File: src/rtl/lc256_pkg.sv
// lc256_pkg: shared definitions for the lc256 DMA controller.
//   - register offsets of the CPU-visible window (RA values)
//   - bit positions inside the CTRL register
//   - the controller state enumeration
package lc256_pkg;

  localparam logic [2:0] REG_SRC_L = 3'd0;
  localparam logic [2:0] REG_SRC_H = 3'd1;
  localparam logic [2:0] REG_DST_L = 3'd2;
  localparam logic [2:0] REG_DST_H = 3'd3;
  localparam logic [2:0] REG_LEN   = 3'd4;
  localparam logic [2:0] REG_CTRL  = 3'd5;

  localparam int CTRL_START    = 0;
  localparam int CTRL_IRQ_CLR  = 1;
  localparam int CTRL_HOLD_SRC = 2;

  typedef enum logic [2:0] {
    IDLE = 3'd0,
    REQ  = 3'd1,
    RD   = 3'd2,
    WR   = 3'd3,
    DONE = 3'd4
  } state_e;

endpackage

File: src/rtl/lc256_dma.sv
// lc256_dma: bus-master memory-to-memory byte copier.
// The CPU programs SRC/DST/LEN/CTRL through the MMU write strobe; START
// requests the bus (_DMA low), and once BA is granted the block alternates
// one read cycle and one write cycle per byte, then releases the bus and
// raises IRQ.
// Ports:
//   PHI2, RESET       clock and synchronous active-high reset
//   _CSW, RA, D_IN    register write strobe/select/data (D_IN also read data)
//   BA                bus grant from the MMU
//   _DMA              active-low bus request
//   A_OUT, D_OUT      DMA address and write data
//   R_W_OUT, BUS_OE   DMA read(1)/write(0) and bus driver enable
//   IRQ, BUSY         completion/abort flag and transfer-in-progress
// Optional build macro LC256_DMA_FILL_EN: CTRL bit2 HOLD_SRC freezes the
// source pointer so one byte is replicated (memory fill). Without the macro
// the bit is ignored.
module lc256_dma
  import lc256_pkg::*;
#(
  parameter int CNT_W       = 8,
  parameter int REQ_TIMEOUT = 255
) (
  input  logic        PHI2,
  input  logic        RESET,
  input  logic        _CSW,
  input  logic [2:0]  RA,
  input  logic [7:0]  D_IN,
  input  logic        BA,
  output logic        _DMA,
  output logic [15:0] A_OUT,
  output logic [7:0]  D_OUT,
  output logic        R_W_OUT,
  output logic        BUS_OE,
  output logic        IRQ,
  output logic        BUSY
);

  // Last value of the grant wait counter before the request is abandoned.
  localparam logic [15:0] WAIT_LAST =
    (REQ_TIMEOUT > 0) ? 16'(REQ_TIMEOUT - 1) : 16'd0;
  localparam logic [CNT_W-1:0] CNT_ONE = CNT_W'(1);

  state_e           state_q, state_d;
  logic [15:0]      src_q, src_d, dst_q, dst_d;
  logic [CNT_W-1:0] len_q, len_d;
  logic [15:0]      srcp_q, srcp_d, dstp_q, dstp_d;
  logic [CNT_W-1:0] cnt_q, cnt_d;
  logic [7:0]       data_q, data_d;
  logic [15:0]      wait_q, wait_d;
  logic             irq_q, irq_d;
  logic             dma_n_q, dma_n_d;
  logic             bus_oe_q, bus_oe_d;
  logic             r_w_q, r_w_d;
  logic             busy_q, busy_d;
  logic [15:0]      a_out_q, a_out_d;
  logic [7:0]       d_out_q, d_out_d;

  logic ctrl_wr;
  logic hold_src;

  assign ctrl_wr = !_CSW && (RA == REG_CTRL);

`ifdef LC256_DMA_FILL_EN
  logic hold_src_q, hold_src_d;

  // HOLD_SRC is a persistent CTRL bit; it cannot change mid-transfer.
  always_comb begin
    hold_src_d = hold_src_q;
    if (ctrl_wr && !busy_q) begin
      hold_src_d = D_IN[CTRL_HOLD_SRC];
    end else begin
      hold_src_d = hold_src_q;
    end
  end

  // HOLD_SRC register.
  always_ff @(posedge PHI2) begin
    if (RESET) begin
      hold_src_q <= 1'b0;
    end else begin
      hold_src_q <= hold_src_d;
    end
  end

  assign hold_src = hold_src_q;
`else
  assign hold_src = 1'b0;
`endif

  // Register writes, transfer FSM and next values of the registered outputs.
  always_comb begin
    state_d  = state_q;
    src_d    = src_q;
    dst_d    = dst_q;
    len_d    = len_q;
    srcp_d   = srcp_q;
    dstp_d   = dstp_q;
    cnt_d    = cnt_q;
    data_d   = data_q;
    wait_d   = wait_q;
    irq_d    = irq_q;
    dma_n_d  = 1'b1;
    bus_oe_d = 1'b0;
    r_w_d    = 1'b1;
    busy_d   = 1'b0;
    a_out_d  = a_out_q;
    d_out_d  = d_out_q;

    // Programmed registers are frozen while a transfer is in progress.
    if (!_CSW && !busy_q) begin
      case (RA)
        REG_SRC_L: src_d[7:0]  = D_IN;
        REG_SRC_H: src_d[15:8] = D_IN;
        REG_DST_L: dst_d[7:0]  = D_IN;
        REG_DST_H: dst_d[15:8] = D_IN;
        REG_LEN:   len_d       = CNT_W'(D_IN);
        default:   len_d       = len_q;
      endcase
    end else begin
      len_d = len_q;
    end

    if (ctrl_wr && D_IN[CTRL_IRQ_CLR]) begin
      irq_d = 1'b0;
    end else begin
      irq_d = irq_q;
    end

    case (state_q)
      IDLE: begin
        if (ctrl_wr && D_IN[CTRL_START]) begin
          state_d = REQ;
          srcp_d  = src_q;
          dstp_d  = dst_q;
          cnt_d   = len_q;   // 0 wraps through all ones: 2^CNT_W bytes
          wait_d  = 16'd0;
          irq_d   = 1'b0;
        end else begin
          state_d = IDLE;
        end
      end
      REQ: begin
        if (BA) begin
          state_d = RD;
        end else if ((REQ_TIMEOUT != 0) && (wait_q == WAIT_LAST)) begin
          state_d = DONE;
          irq_d   = 1'b1;
        end else begin
          wait_d = wait_q + 16'd1;
        end
      end
      RD: begin
        // Without BA the bus cycle is stretched: nothing advances.
        if (BA) begin
          data_d  = D_IN;
          state_d = WR;
        end else begin
          state_d = RD;
        end
      end
      WR: begin
        if (BA) begin
          dstp_d = dstp_q + 16'd1;
          srcp_d = hold_src ? srcp_q : (srcp_q + 16'd1);
          cnt_d  = cnt_q - CNT_ONE;
          if (cnt_q == CNT_ONE) begin
            state_d = DONE;
            irq_d   = 1'b1;
          end else begin
            state_d = RD;
          end
        end else begin
          state_d = WR;
        end
      end
      DONE: begin
        state_d = IDLE;
      end
      default: begin
        state_d = IDLE;
      end
    endcase

    // Outputs are registered: decode them from the state being entered.
    case (state_d)
      REQ: begin
        dma_n_d = 1'b0;
        busy_d  = 1'b1;
      end
      RD: begin
        dma_n_d  = 1'b0;
        busy_d   = 1'b1;
        bus_oe_d = 1'b1;
        r_w_d    = 1'b1;
        a_out_d  = srcp_d;
      end
      WR: begin
        dma_n_d  = 1'b0;
        busy_d   = 1'b1;
        bus_oe_d = 1'b1;
        r_w_d    = 1'b0;
        a_out_d  = dstp_d;
        d_out_d  = data_d;
      end
      default: begin
        busy_d = 1'b0;
      end
    endcase
  end

  // State, working registers and registered outputs.
  always_ff @(posedge PHI2) begin
    if (RESET) begin
      state_q  <= IDLE;
      src_q    <= 16'd0;
      dst_q    <= 16'd0;
      len_q    <= '0;
      srcp_q   <= 16'd0;
      dstp_q   <= 16'd0;
      cnt_q    <= '0;
      data_q   <= 8'd0;
      wait_q   <= 16'd0;
      irq_q    <= 1'b0;
      dma_n_q  <= 1'b1;
      bus_oe_q <= 1'b0;
      r_w_q    <= 1'b1;
      busy_q   <= 1'b0;
      a_out_q  <= 16'd0;
      d_out_q  <= 8'd0;
    end else begin
      state_q  <= state_d;
      src_q    <= src_d;
      dst_q    <= dst_d;
      len_q    <= len_d;
      srcp_q   <= srcp_d;
      dstp_q   <= dstp_d;
      cnt_q    <= cnt_d;
      data_q   <= data_d;
      wait_q   <= wait_d;
      irq_q    <= irq_d;
      dma_n_q  <= dma_n_d;
      bus_oe_q <= bus_oe_d;
      r_w_q    <= r_w_d;
      busy_q   <= busy_d;
      a_out_q  <= a_out_d;
      d_out_q  <= d_out_d;
    end
  end

  assign _DMA    = dma_n_q;
  assign BUS_OE  = bus_oe_q;
  assign R_W_OUT = r_w_q;
  assign A_OUT   = a_out_q;
  assign D_OUT   = d_out_q;
  assign IRQ     = irq_q;
  assign BUSY    = busy_q;

endmodule

File: config.mk
export PLATFORM = sky130hd
export DESIGN_NAME = lc256_dma
export DESIGN_NICKNAME = d
export VERILOG_FILES = /design/src/rtl/lc256_pkg.sv /design/src/rtl/lc256_dma.sv
export SDC_FILE = /design/constraint.sdc
export NUM_CORES = 1
export LEC_CHECK = 0
export CAP_MARGIN = 30
export CORE_MARGIN = 3
export CORE_UTILIZATION = 50
export DETAILED_ROUTE_END_ITERATION = 6
export PLACE_DENSITY = 0.78
export SLEW_MARGIN = 20
export SYNTH_ARGS = -nofsm -noshare
export SYNTH_HDL_FRONTEND = slang
export SYNTH_SLANG_ARGS = --single-unit
File: constraint.sdc
create_clock -name PHI2 -period 2.35 [get_ports PHI2]
set_input_delay 0.47 -clock PHI2 [delete_from_list [all_inputs] [get_ports PHI2]]
set_output_delay 0.47 -clock PHI2 [all_outputs]
set_load 0.03 [all_outputs]
Word level (Yosys, flattened, before mapping)
Index checks and enable logic that the tools add are counted.
{"block": "word_totals", "register_bits": 136, "output_inout_bits": 29}
{"block": "op_classes", "n_addsub": 4, "n_eq_ne": 17, "muxes": 34, "reduce_logical": 20}
{"op": "case mux 16 bit (2 select lines)", "n": 4}
{"op": "2-to-1 mux 16 bit", "n": 7}
{"op": "adder 16 x 1 -> 16 bit, second input constant", "n": 3}
{"op": "2-to-1 mux 8 bit", "n": 4}
{"op": "== test 3 x 2 -> 1 bit, second input constant", "n": 6}
{"op": "== test 16 x 8 -> 1 bit, second input constant", "n": 1}
{"op": "case mux 8 bit (2 select lines)", "n": 1}
{"op": "2-to-1 mux 1 bit", "n": 12}
{"op": "2-to-1 mux 3 bit", "n": 4}
{"op": "case mux 3 bit (4 select lines)", "n": 1}
{"op": "AND reduction 2 bit", "n": 5}
{"op": "== test 3 x 1 -> 1 bit, second input constant", "n": 3}
{"op": "== test 8 x 1 -> 1 bit, second input constant", "n": 1}
{"op": "inequality test 2 bit, second input constant", "n": 4}
{"op": "subtractor 8 x 1 -> 8 bit, second input constant", "n": 1}
{"op": "== test 3 bit, second input constant", "n": 2}
{"op": "logical NOT 3 bit", "n": 2}
{"op": "nonzero test 2 bit", "n": 3}
{"op": "logical AND 1 bit", "n": 4}
{"op": "AND reduction 4 bit", "n": 1}
{"op": "case mux 1 bit (3 select lines)", "n": 1}
{"op": "AND reduction 3 bit", "n": 1}
{"op": "OR reduction 3 bit", "n": 1}
{"op": "logical NOT 1 bit", "n": 2}
{"op": "OR reduction 2 bit", "n": 1}

Longest topological paths before layout
{"block": "depth", "ltp_word": 8, "mapped_depth": 9}

Least setup slack after synthesis
No wires, ideal clock.
{"block": "synth_timing", "path_type": "input -> register", "start": "input port BA", "end": "register a_out_q[12] (netlist: A_OUT[12])", "setup_ns": 0.114, "arrival_time_ns": 2.019, "required_ns": 2.236, "slack_ns": 0.217, "path_stages": 8, "path_cell_list": "clkbuf_1 nand4_1 or3_1 clkbuf_1 o311a_1 a211oi_2 o22ai_1 a21o_1"}
{"block": "synth_between", "elab_chain_len": 4, "elab_cells_between_ends": 12}
{"item": "start, declared", "line_no": "lc256_dma.sv:28", "rtl": "input logic BA,"}
{"item": "2-to-1 mux 3 bit, or another cell as far along", "line_no": "lc256_dma.sv:162", "rtl": "if (BA) begin"}
{"item": "case mux 3 bit (4 select lines)", "line_no": "lc256_dma.sv:129", "rtl": "case (state_q)"}
{"item": "== test 3 x 2 -> 1 bit", "line_no": "lc256_dma.sv:185", "rtl": "case (state_d)"}
{"item": "case mux 16 bit (2 select lines) or nonzero test 2 bit (tied branches)"}
{"item": "end signal, assigned", "line_no": "lc256_dma.sv:245", "rtl": "a_out_q <= a_out_d;"}
{"item": "end, declared", "line_no": "lc256_dma.sv:55", "rtl": "logic [15:0] a_out_q, a_out_d;"}
Several ways; a longest one is shown, not always the timed one.
A chain may end at the register's enable or synchronous reset.

Worst setup path in the final report
{"block": "layout_timing", "start": "input port RA[0]", "end": "register wait_q[15]"}
{"block": "layout_between", "elab_chain_len": 5}
{"item": "start, declared", "line_no": "lc256_dma.sv:26", "rtl": "input logic [2:0] RA,"}
{"item": "== test 3 bit", "line_no": "lc256_dma.sv:61", "rtl": "assign ctrl_wr = !_CSW && (RA == REG_CTRL);"}
{"item": "logical AND 1 bit", "line_no": "lc256_dma.sv:61"}
{"item": "logical AND 1 bit", "line_no": "lc256_dma.sv:131", "rtl": "if (ctrl_wr && D_IN[CTRL_START]) begin"}
{"item": "inequality test 2 bit (no line)"}
{"item": "AND reduction 4 bit (no line)"}
{"item": "end signal, assigned", "line_no": "lc256_dma.sv:239", "rtl": "wait_q <= wait_d;"}
{"item": "end, declared", "line_no": "lc256_dma.sv:49", "rtl": "logic [15:0] wait_q, wait_d;"}
Every way passes these cells.

==> results list <==
- Initial antenna violation count: 0
* Buffer cell driving the clock tree root: clkbuf_16
- For the final routed database, the setup TNS stands at 0 ns.
- Dividing the final minimum period by the clock period gives 94.5%.
- STA classifies the critical path startpoint as an input pin.
- Drt total wl: 16700 um
- Each instance of the synthesized netlist takes up on average 8.81 um^2.
- Portion of netlist area occupied by mux cells: 7.96%
- Final nets: 798
- Final RePlAce weighted congestion: 0.919
- Max-cap check violation count: 0
- Largest area contributor in the netlist: dfxtp_1
- Share of post-route cells with drive strength above 1: 14.7%
- The clock passes through at most 2 buffers.
* Critical setup path kind: in -> reg
- The floorplan has 39 rows.
- Vias: 5571
- The clock period could shrink to 2.22 ns.
- Number of I/O pins: 44
* Cell area power density: 678 nW/um^2
- Synthesized-area fraction occupied by adder cells: 1.24%
- CP peak stage delay: 0.51 ns
- Slew at the pin closest to its max-slew limit: 0.571 ns
- Cts bufs inserted: 17
- Dividing the detail-routed wire length by the instance count gives ~18 um.
* Clock latency of the later-clocked register in the worst-skew pair: 0.42 ns
* Clock net sink count: around 140
- Summing all non-filler instances in the final layout gives an area of 7640 um^2.
- Fill count: 952
- Post-cts sizing count: 0
- Global routing used 25.8% of the available tracks.
- Setup repair after global routing left no endpoint under its margin.
* Largest family of logic cells by synthesized area: simple AND/OR/NAND/NOR gates
- Overflow after GRT: 0
- STA classifies the critical path endpoint as a register.
- Port buffering added 43 buffers.
- The final max-slew violation count was 0.
- Total die area: 13400 um^2
* Largest cells by area after synthesis: dfxtp_1, mux2i_1, nor2_1
- Xor and xnor fraction of the mapped netlist area: roughly 2.2%
* Number of iterations in the first detailed-routing pass: 6
- EDFF count, synth: 0
* Final setup violating endpoints: 0
* Worst setup skew after layout: 0.00543 ns
- The number of antenna diodes in the final layout is 0.
- Wire length of the first global-routing pass: 26900 um
- Sequential area share after synthesis: 45.1%
- Primary FF master, synth: dfxtp_1
* Die width: 116 um
- Fmax: ~450 MHz
- The number of setup buffers added after CTS is 0.
- The area growth from synthesis to layout is 26.6%.
- Once detail routing completed, the nets flagged for antenna violations numbered 0.
- The number of global-route vias before repair was 5344.
* Largest voltage drop on the vdd net: just over 0.4 mV
- Number of hold buffers added after cts: 0
- In this run the number of H-tree levels came out at 4.
- Maximum number of pins on one net before global-route repair: 96
* Critical Path, Cell by Cell: clkdlybuf4s50_1 -> nor4bb_1 -> buf_4 -> nand2_1 -> o21a_1 -> buf_4 -> nor4b_2 -> xnor2_1 -> nor2_1
* Synthesized-area fraction occupied by ao, oa, aoi and oai cells: 17.0%
- In the routed design, unresolved DRC markers number 0.
- The most common cell in the synthesized netlist is dfxtp_1.
- The die is 116 um tall.
- Clock tree from TritonCTS: built
- In this run, the number of DRC markers left after iteration 0 of detailed routing was approximately 460.
* Final Total Pwr: 0.00518 W
- Synthesis inferred 136 register bits.
- Post-synth top cells: dfxtp_1, nor2_1, nand2_1, mux2i_1, a21oi_1
* Warning count from the yosys run: 0
* Number of unique standard cell types used by synthesis: 67
* Master of the slowest instance on the critical path: clkdlybuf4s50_1
- Detailed Place HPWL: 11500 um
- Summing all placed instances gives a cell area of ~7000 um^2.
- In this run the worst path has a maximum fanout of 6.
* Async set-reset flop share out of synthesis: 0%
- Leakage power figure: 2.99 nW
- The cell count after synthesis came out at 685.
- Hold Fails Final Rpt: 0
- For this configuration, the core starts out at a cell density of between 50% and 60%.
- Data arrival at the endpoint of the critical path: around 2.5 ns
* Register clock-pin slew on the reported worst setup and hold paths: 0.05 ns
* Status: completed
* Final Util: between 60% and 70%
- For flop-to-flop paths, the worst setup slack is around 0.18 ns.
- Worst min path class: in -> reg
- Most numerous cell on the critical path: buf_4
* Required time of the critical path: 2.66 ns
- Via density per instance: 5.97
- After synthesis the cells add up to between 6000 and 7000 um^2.
- The share of synthesized area in the top cell type comes to 45.1%.
- Worst max-slew margin expressed relative to the limit: between 60% and 70%
* Core area: 11600 um^2
- Syn nets: 706
- Area share of and/or/nand/nor cells after synthesis: 23.0%
[kinds of logic (layout without fill, tap and decap cells)]
kind of cell	after synthesis	count (layout)
AO/OA/AOI/OAI	144	144
XOR/XNOR	15	15
adder cells (fa/ha/maj)	6	6
buffers and inverters	51	156
flip-flops	136	136
multiplexers	48	48
AND/OR/NAND/NOR	285	285
[layout by cell type, fill, tap and decap left out, drive strengths merged, types with 7 or more instances in the layout]
cell	count
clkdlybuf4s50	41
o21ai	27
xnor2	10
nand4	13
a211oi	15
inv	11
a221oi	8
clkbuf	23
o221ai	10
nand2	63
nor3	17
and4	8
dfxtp	136
a21oi	31
mux2i	48
nor2	127
a221o	7
and3	8
buf	71
nand3	10
[final timing paths]
kind              startpoint          to  depth (start not counted)
setup / recovery       RA[0]  wait_q[15]                          9
hold / removal         RESET   dstp_q[8]                          2
setup reg to reg  state_q[2]    A_OUT[7]                          7
hold reg to reg    A_OUT[12]   A_OUT[12]                          1
[layout make-up]
cell class / count / area (um^2) / area share (%)
tap: 143 / 179 / 2.34
inverter: 11 / 41.3 / 0.540
clock inverter: 9 / 97.6 / 1.28
clock buffer: 23 / 478 / 6.26
sequential: 136 / 2720 / 35.6
timing repair buffer: 113 / 1010 / 13.2
multi-input combinational: 498 / 3120 / 40.8
[stage by stage]
stage | hold WS (ns) | instances | worst slack [ns]
finish | 0.339 | 933 | 0.130
global route | 0.335 | 933 | 0.00632
CTS | 0.322 | 933 | 0.0439
detailed placement | 0.444 | 901 | -0.387
global placement | 0.436 | 901 | -0.313
floorplan | 0.456 | 685 | 0.217
[power breakdown]
part	switching (W)	internal, W	total [W]
clock	0.000953	0.00163	0.00258
combinational	0.000146	0.000104	0.000250
sequential	0.0000150	0.00233	0.00234
total	0.00111	0.00407	0.00518
[flip-flops by register name, summed over array words and instances, names as in the netlist]
register,flops
dst_q,16
len_q,8
A_OUT,16
srcp_q,16
BUSY,1
BUS_OE,1
src_q,16
wait_q,16
state_q,3
cnt_q,8
data_q,8
IRQ,1
dstp_q,16
_DMA,1
D_OUT,8
R_W_OUT,1
[per-layer routing]
| metal | track usage [%] | routed length (um) |
|---|---|---|
| met1 | 33.4 | 7400 |
| met2 | 40.9 | 7660 |
| met3 | 5.59 | 1090 |
| met4 | 12.5 | 557 |
| met5 | 0 | 0 |
[worst max-delay path, delay by kind of cell]
family	cells	cell delay (ns)
AND/OR/NAND/NOR	4	0.85
XOR/XNOR	1	0.17
buffers and inverters	3	0.84
AO/OA/AOI/OAI	1	0.20
No activity file was read; power rests on OpenSTA's default activity.
